[config.mk]
export PLATFORM = sky130hd
export DESIGN_NAME = ol_walker_flat
export DESIGN_NICKNAME = d
export VERILOG_FILES = /design/src/rtl/ol_walker_if.sv /design/src/rtl/ol_walker.sv /design/src/flat_wrapper.sv
export SDC_FILE = /design/constraint.sdc
export NUM_CORES = 1
export LEC_CHECK = 0
export CAP_MARGIN = 25
export CORE_UTILIZATION = 47
export CTS_CLUSTER_DIAMETER = 100
export DETAILED_ROUTE_END_ITERATION = 7
export GPL_ROUTABILITY_DRIVEN = 0
export PLACE_DENSITY = 0.81
export SYNTH_ARGS = -nofsm -noshare
export SYNTH_HDL_FRONTEND = slang
export SYNTH_SLANG_ARGS = --single-unit
[constraint.sdc]
create_clock -name clock -period 4.9 [get_ports clock]
set_input_delay 0.735 -clock clock [delete_from_list [all_inputs] [get_ports clock]]
set_output_delay 0.735 -clock clock [all_outputs]
set_load 0.03 [all_outputs]
[src/rtl/ol_walker_if.sv]
// VRAM read port and ISP parser handshake shared by the OL walker and its neighbours.
interface ol_walker_if;
    logic        ol_vram_rd;
    logic [23:0] ol_vram_addr;
    logic [31:0] ol_vram_din;
    logic        ol_vram_valid;
    logic [31:0] opb_word;
    logic [23:0] poly_addr;
    logic        render_poly;
    logic        poly_drawn;

    modport master (
        output ol_vram_rd, ol_vram_addr, opb_word, poly_addr, render_poly,
        input  ol_vram_din, ol_vram_valid, poly_drawn
    );

    modport slave (
        input  ol_vram_rd, ol_vram_addr, opb_word, poly_addr, render_poly,
        output ol_vram_din, ol_vram_valid, poly_drawn
    );
endinterface

[src/rtl/ol_walker.sv]
// Object List walker: fetches OL words from VRAM, issues primitives to the ISP parser, follows links.
// Define OL_WALKER_STATS_EN to build the per-type strip/array/quad counters.
module ol_walker #(
    parameter int unsigned MAX_ENTRIES = 4096,
    parameter int unsigned CNT_W       = 16
) (
    input  logic             clock,
    input  logic             reset,
    input  logic             start,
    input  logic [23:0]      ol_base,
    input  logic [23:0]      param_base,
    output logic             busy,
    output logic             done,
    output logic             error,
    output logic [CNT_W-1:0] entry_count,
    output logic [CNT_W-1:0] strip_count,
    output logic [CNT_W-1:0] array_count,
    output logic [CNT_W-1:0] quad_count,
    ol_walker_if.master      bus
);

    typedef enum logic [2:0] {
        S_IDLE,
        S_FETCH,
        S_DECODE,
        S_ISSUE,
        S_WAIT_POLY,
        S_FINISH
    } state_t;

    state_t           r_state;
    state_t           w_next;
    logic [23:0]      r_addr;
    logic [23:0]      r_poly_addr;
    logic [31:0]      r_word;
    logic [31:0]      r_opb;
    logic             r_error;
    logic [CNT_W-1:0] r_entry;

    logic             w_rd;
    logic             w_render;
    logic             w_busy;
    logic             w_done;
    logic             w_is_prim;
    logic             w_is_link;
    logic             w_is_rsvd;
    logic             w_max_hit;
    logic [23:0]      w_poly_calc;
    logic             w_unused;

    assign w_is_prim   = !r_word[31] || (r_word[31:30] == 2'b10);
    assign w_is_link   = (r_word[31:29] == 3'b111);
    assign w_is_rsvd   = (r_word[31:29] == 3'b110);
    assign w_max_hit   = (r_entry == CNT_W'(MAX_ENTRIES));
    assign w_poly_calc = param_base + {1'b0, r_word[20:0], 2'b00};
    assign w_unused    = ^ol_base[1:0];

    always_ff @(posedge clock or posedge reset) begin
        if (reset) r_state <= S_IDLE;
        else       r_state <= w_next;
    end

    always_comb begin
        w_next   = r_state;
        w_rd     = 1'b0;
        w_render = 1'b0;
        w_busy   = 1'b0;
        w_done   = 1'b0;
        case (r_state)
            S_IDLE: begin
                if (start) w_next = S_FETCH;
            end
            S_FETCH: begin
                w_rd   = 1'b1;
                w_busy = 1'b1;
                if (bus.ol_vram_valid) w_next = S_DECODE;
            end
            S_DECODE: begin
                w_busy = 1'b1;
                if (w_is_prim)      w_next = S_ISSUE;
                else if (w_is_link) w_next = r_word[28] ? S_FINISH : S_FETCH;
                else                w_next = S_FINISH;
            end
            S_ISSUE: begin
                w_busy   = 1'b1;
                w_render = 1'b1;
                w_next   = S_WAIT_POLY;
            end
            S_WAIT_POLY: begin
                w_busy = 1'b1;
                if (bus.poly_drawn) w_next = w_max_hit ? S_FINISH : S_FETCH;
            end
            S_FINISH: begin
                w_done = 1'b1;
                w_next = S_IDLE;
            end
            default: w_next = S_IDLE;
        endcase
    end

    // opb_word/poly_addr only reload on a primitive decode, so they hold through the poly_drawn wait
    always_ff @(posedge clock or posedge reset) begin
        if (reset) begin
            r_addr      <= '0;
            r_poly_addr <= '0;
            r_word      <= '0;
            r_opb       <= '0;
            r_error     <= 1'b0;
            r_entry     <= '0;
        end else begin
            case (r_state)
                S_IDLE: begin
                    if (start) begin
                        r_addr  <= {ol_base[23:2], 2'b00};
                        r_entry <= '0;
                        r_error <= 1'b0;
                    end
                end
                S_FETCH: begin
                    if (bus.ol_vram_valid) r_word <= bus.ol_vram_din;
                end
                S_DECODE: begin
                    if (w_is_prim) begin
                        r_poly_addr <= w_poly_calc;
                        r_opb       <= r_word;
                    end else if (w_is_link && !r_word[28]) begin
                        r_addr <= {r_word[23:2], 2'b00};
                    end else if (w_is_rsvd) begin
                        r_error <= 1'b1;
                    end
                end
                S_ISSUE: begin
                    if (r_entry != '1) r_entry <= r_entry + 1'b1;
                end
                S_WAIT_POLY: begin
                    if (bus.poly_drawn) begin
                        r_addr <= r_addr + 24'd4;
                        if (w_max_hit) r_error <= 1'b1;
                    end
                end
                default: ;
            endcase
        end
    end

`ifdef OL_WALKER_STATS_EN
    logic [CNT_W-1:0] r_strip;
    logic [CNT_W-1:0] r_array;
    logic [CNT_W-1:0] r_quad;

    always_ff @(posedge clock or posedge reset) begin
        if (reset) begin
            r_strip <= '0;
            r_array <= '0;
            r_quad  <= '0;
        end else if (r_state == S_IDLE && start) begin
            r_strip <= '0;
            r_array <= '0;
            r_quad  <= '0;
        end else if (r_state == S_ISSUE) begin
            if (!r_opb[31]) begin
                if (r_strip != '1) r_strip <= r_strip + 1'b1;
            end else if (!r_opb[29]) begin
                if (r_array != '1) r_array <= r_array + 1'b1;
            end else begin
                if (r_quad != '1) r_quad <= r_quad + 1'b1;
            end
        end
    end

    assign strip_count = r_strip;
    assign array_count = r_array;
    assign quad_count  = r_quad;
`else
    assign strip_count = '0;
    assign array_count = '0;
    assign quad_count  = '0;
`endif

    assign busy             = w_busy;
    assign done             = w_done;
    assign error            = r_error;
    assign entry_count      = r_entry;
    assign bus.ol_vram_rd   = w_rd;
    assign bus.ol_vram_addr = r_addr;
    assign bus.opb_word     = r_opb;
    assign bus.poly_addr    = r_poly_addr;
    assign bus.render_poly  = w_render;

endmodule
[src/flat_wrapper.sv]
// flat-port wrapper written by rule: the top's interface ports become plain ports
module ol_walker_flat 
#(
    parameter int unsigned MAX_ENTRIES = 4096,
    parameter int unsigned CNT_W       = 16
)
  (clock, reset, start, ol_base, param_base, busy, done, error, entry_count, strip_count, array_count, quad_count, bus_ol_vram_rd, bus_ol_vram_addr, bus_opb_word, bus_poly_addr, bus_render_poly, bus_ol_vram_din, bus_ol_vram_valid, bus_poly_drawn);
  ol_walker_if bus_i ();
  input  logic clock;
  input  logic reset;
  input  logic start;
  input  logic [23:0] ol_base;
  input  logic [23:0] param_base;
  output logic busy;
  output logic done;
  output logic error;
  output logic [CNT_W-1:0] entry_count;
  output logic [CNT_W-1:0] strip_count;
  output logic [CNT_W-1:0] array_count;
  output logic [CNT_W-1:0] quad_count;
  output wire logic [$bits(bus_i.ol_vram_rd)-1:0] bus_ol_vram_rd;
  output wire logic [$bits(bus_i.ol_vram_addr)-1:0] bus_ol_vram_addr;
  output wire logic [$bits(bus_i.opb_word)-1:0] bus_opb_word;
  output wire logic [$bits(bus_i.poly_addr)-1:0] bus_poly_addr;
  output wire logic [$bits(bus_i.render_poly)-1:0] bus_render_poly;
  input wire logic [$bits(bus_i.ol_vram_din)-1:0] bus_ol_vram_din;
  input wire logic [$bits(bus_i.ol_vram_valid)-1:0] bus_ol_vram_valid;
  input wire logic [$bits(bus_i.poly_drawn)-1:0] bus_poly_drawn;
  assign bus_ol_vram_rd = bus_i.ol_vram_rd;
  assign bus_ol_vram_addr = bus_i.ol_vram_addr;
  assign bus_opb_word = bus_i.opb_word;
  assign bus_poly_addr = bus_i.poly_addr;
  assign bus_render_poly = bus_i.render_poly;
  assign bus_i.ol_vram_din = bus_ol_vram_din;
  assign bus_i.ol_vram_valid = bus_ol_vram_valid;
  assign bus_i.poly_drawn = bus_poly_drawn;
  ol_walker #(.MAX_ENTRIES(MAX_ENTRIES), .CNT_W(CNT_W)) u_core (.clock(clock), .reset(reset), .start(start), .ol_base(ol_base), .param_base(param_base), .busy(busy), .done(done), .error(error), .entry_count(entry_count), .strip_count(strip_count), .array_count(array_count), .quad_count(quad_count), .bus(bus_i));
endmodule
# Word-level counts from Yosys, hierarchy flattened
# Index checks and enable logic that the tools add are counted.
# classes
add_sub_neg	3
order_cmp	0
shift	0
n_reduce_logical	14
n_div	0
n_eq_ne	19
mul	0
bitwise_logic	0
mux	27
# op_table
op	count
$mux 24	4
$pmux 24 s3	1
$mux 16	2
$pmux 16 s2	1
$add 24x23->24	1
$add 24x3->24 const B	1
$mux 3	7
$add 16x1->16 const B	1
$eq 16x13->1 const B	1
$ne 16x16->1 const B	1
$pmux 3 s5	1
$eq 3x3->1 const B	4
$mux 1	10
$ne 2x2->1 const B	5
$ne 2x1->1 const B	4
$reduce_and 7->1	1
$eq 3x2->1 const B	2
$reduce_and 3->1	2
$reduce_and 5->1	1
$reduce_and 2->1	2
$reduce_or 4->1	1
$eq 3x1->1 const B	1
$logic_not 3->1	1
$pmux 1 s3	1
other kinds (6)	7
# word_totals
rom_bits	0
latchBits	0
ff_bits	132
ram_bits	0
memories	0
input_bits	85
wordCells	70

# Longest topological paths before layout
# depth
word_depth	5
mapped_depth	9
mapped_depth_nobuf	8

# Worst setup path after synthesis
# Ideal clock, no wire load.
# synth_timing
path_type	in2reg
from	input param_base[2]
to	register u_core.r_poly_addr[16], in the netlist u_core.bus.poly_addr[16]
slack_ps	2242
setup_ps	124
t_arrival_ps	2534
n_path_buf	0
cell_stages	8
required_time_ps	4776
path_cell_list	ha_1 > fa_1 > a211o_1 > a21oi_1 > a211oi_1 > o21ai_0 > a211oi_1 > a211o_1
# synth_via
elab_chain_cells	1
# synth_lines
item	line	text
start, declared	flat_wrapper.sv:13	input logic [23:0] param_base;
$add 24x23->24	ol_walker.sv:55	assign w_poly_calc = param_base + {1'b0, r_word[20:0], 2'b00};
end signal, assigned	ol_walker.sv:124	r_poly_addr <= w_poly_calc;
end, declared	ol_walker.sv:34	logic [23:0] r_poly_addr;
# No other way between the ends.
# A chain may end at the register's enable or synchronous reset.

# Final worst setup path
# Ends and elaborated chain as after synthesis.

==> impl_metrics.toml <==
[timing]
whs_ps = 461.4
worst_pin_slew_ps = 928.3
finalHoldViolCount = 0
grt_setup_unrepaired = "false"
setup_tns_ps = 0
clock_skew_ps = 8.161
max_freq_ghz = 0.3295
finalCriticalPeriod_ps = 3035
slew_viol_final = 0
slew_headroom_pct = 37.89
period_share_pct = 61.94
setup_viol = 0

[yosys]
syn_inst = 804
synthFlopType = "dfrtp_1"
yosysSeqAreaShare_pct = 44.00
yosys_warnings = 0
async_flop_share_pct = 100.0
synth_area_per_cell_um2 = 9.196
ys_ff_latch = 130
yosysUniqueCellTypes = 68
synth_edf_count = 0
syn_area_um2 = 7393

[power_and_ir_drop]
p_per_area_nw_per_um2 = 689.1
leakagePower_nw = 4.312
finalPower_mw = 6.806
vdd_drop_max_mv = 0.3710

[clock_network]
numClockSinks = 130
holdBufCountCts = 0
cts_buffers = 17
path_clk_slew_ps = 60
post_cts_buffers = 0
clock_latency_ps = 430
clock-root-buffer = "clkbuf_16"
tritoncts = "built"
cts_resized = 0
clk_path_buf_depth = 2
htree_levels = 4

[global_route]
grt_max_degree = 103
grt_pass1_wl_mm = 32.73
antenna_found_initial = 1
grt_pass1_vias = 6260
grtUsageTotal_pct = 26.23
grt-ovfl-total = 0

[setup_path]
critPathLaunch = "param_base[2]"
cp_max_fo = 5
arrival_ps = 3340
worst-path-buf-inv = 1
cp_top_family = "compound AO/OA/AOI/OAI gates"
slowest_delay_ps = 430
end_kind = "register"
reg2reg_from = "u_core.r_word[0]"
crit_type = "in -> reg"
crit_slowest_cell = "fa_1"
crit_path_start_kind = "input pin"
required_ps = 5200
crit_chain = "clkdlybuf4s50_1 > ha_1 > fa_1 > a211o_1 > a21oi_1 > a211oi_1 > o21ai_0 > a211oi_1 > a211o_1"

[routing]
ant_nets = 0
routed_wl_mm = 20.54
drt-pass1-iter-count = 6
first_iter_violations = 394
drc = 0
vias_per_cell = 5.455
num_vias = 6552
wl_per_cell_um = 17.10

[hold_path]
hp-start = "u_core.r_word[24]"
hold_path_class = "reg -> reg"

[job]
drv_cap = 0

[cells_and_area]
finalInstanceArea_um2 = 9877
synthToLayoutAreaGrowth_pct = 33.59
final_nets = 1087
drive_gt1_share_pct = 9.091
nFillCells = 1245
antenna_cells = 0
final_cell_mix = "clkdlybuf4s50_1, nand2_1, dfrtp_1"
final_common_cell = "clkdlybuf4s50_1"

[placed_design]
place_hpwl_mm = 14.40
post_dp_cell_area_um2 = 9220
io_buffers = 181

[die]
die_height_um = 127.4
fp-row-count = 45
die_area_um2 = 16240
io_pins = 234
start_util_pct = 48.45
fp.dieW_um = 127.4
core_region_area_um2 = 15260

[status]
outcome = "completed"
[worst paths after layout]
| path | endpoint | slack (ps) | cells after the start |
|---|---|---|---|
| worst min register to register | u_core.bus.opb_word[24] | 460 | 2 |
| min in group asynchronous | u_core.bus.ol_vram_addr[12] | 800 | 3 |
| max in group asynchronous | u_core.bus.opb_word[1] | 3310 | 4 |
| worst max register to register | u_core.bus.poly_addr[16] | 2210 | 8 |
| worst min-delay path | u_core.bus.opb_word[24] | 460 | 2 |
| worst max-delay path | u_core.bus.poly_addr[16] | 1860 | 9 |
[area by class of cell]
class                           count  area [µm²]  area share [%]
Tap cell                          211       264.0           2.673
Clock buffer                       22       474.2           4.801
Sequential cell                   130        3253           32.94
Inverter                           20       81.33          0.8234
Clock inverter                     10       155.1           1.571
Multi-Input combinational cell    619        3750           37.97
Timing Repair Buffer              189        1899           19.23
[through the flow]
step                cells  setup slack [ps]  utilization (%)
detailed placement   1168              1503            60.43
global placement     1167              1552            60.33
global route         1201              1748            64.73
finish               1201              1865            64.73
floorplan             853             695.7                -
CTS                  1200              1911            64.55
[registers in the layout, summed over array words and instances (netlist names)]
name and flops:
u_core.bus.ol_vram_addr 22, u_core.bus.poly_addr 24, u_core.r_state 3, u_core.error 1, u_core.entry_count 16, u_core.r_word 32, u_core.bus.opb_word 32
[worst min-delay path, stage by stage, from the launching register on]
cell	delay, ps
dfrtp_1	340
nand2_1	50
nand2_1	50
[cell families (layout without fill, tap and decap cells)]
kind of cell	after synthesis	in the layout	share of synthesized area (%)
mux	32	32	4.857
buf+inv	104	241	8.089
other cells	1	50	0.05072
fa+ha+maj	25	25	4.332
simple gates	300	300	19.06
compound gates	191	191	17.13
xor+xnor	21	21	2.488
flops	130	130	44.00
[per-layer routing]
metal	part of all wire [%]	GRT usage [%]
met1	43	33.77
met2	47	42.21
met3	7.4	7.789
met4	2.5	8.754
met5	0	0
[Yosys cell counts (12+ instances only)]
cell / instances / area, µm²
dfrtp_1: 130 / 3253
nand2_1: 153 / 574.3
mux2_2: 31 / 349.1
xnor2_1: 16 / 140.1
clkbuf_1: 24 / 90.09
a31oi_1: 12 / 75.07
nor2_1: 48 / 180.2
a221oi_1: 12 / 105.1
ha_1: 24 / 300.3
o21ai_0: 53 / 265.3
buf_4: 51 / 382.9
a21oi_1: 36 / 180.2
nor3_1: 18 / 90.09
nand3_1: 22 / 110.1
inv_1: 18 / 67.56
[where the power goes]
group / total, mW / internal [mW] / switching (mW)
Clock: 1.36 / 0.887 / 0.468
Combinational: 3.41 / 1.40 / 2.01
Sequential: 2.04 / 1.54 / 0.499
Total: 6.81 / 3.83 / 2.98
No activity file was read; power rests on OpenSTA's default activity.
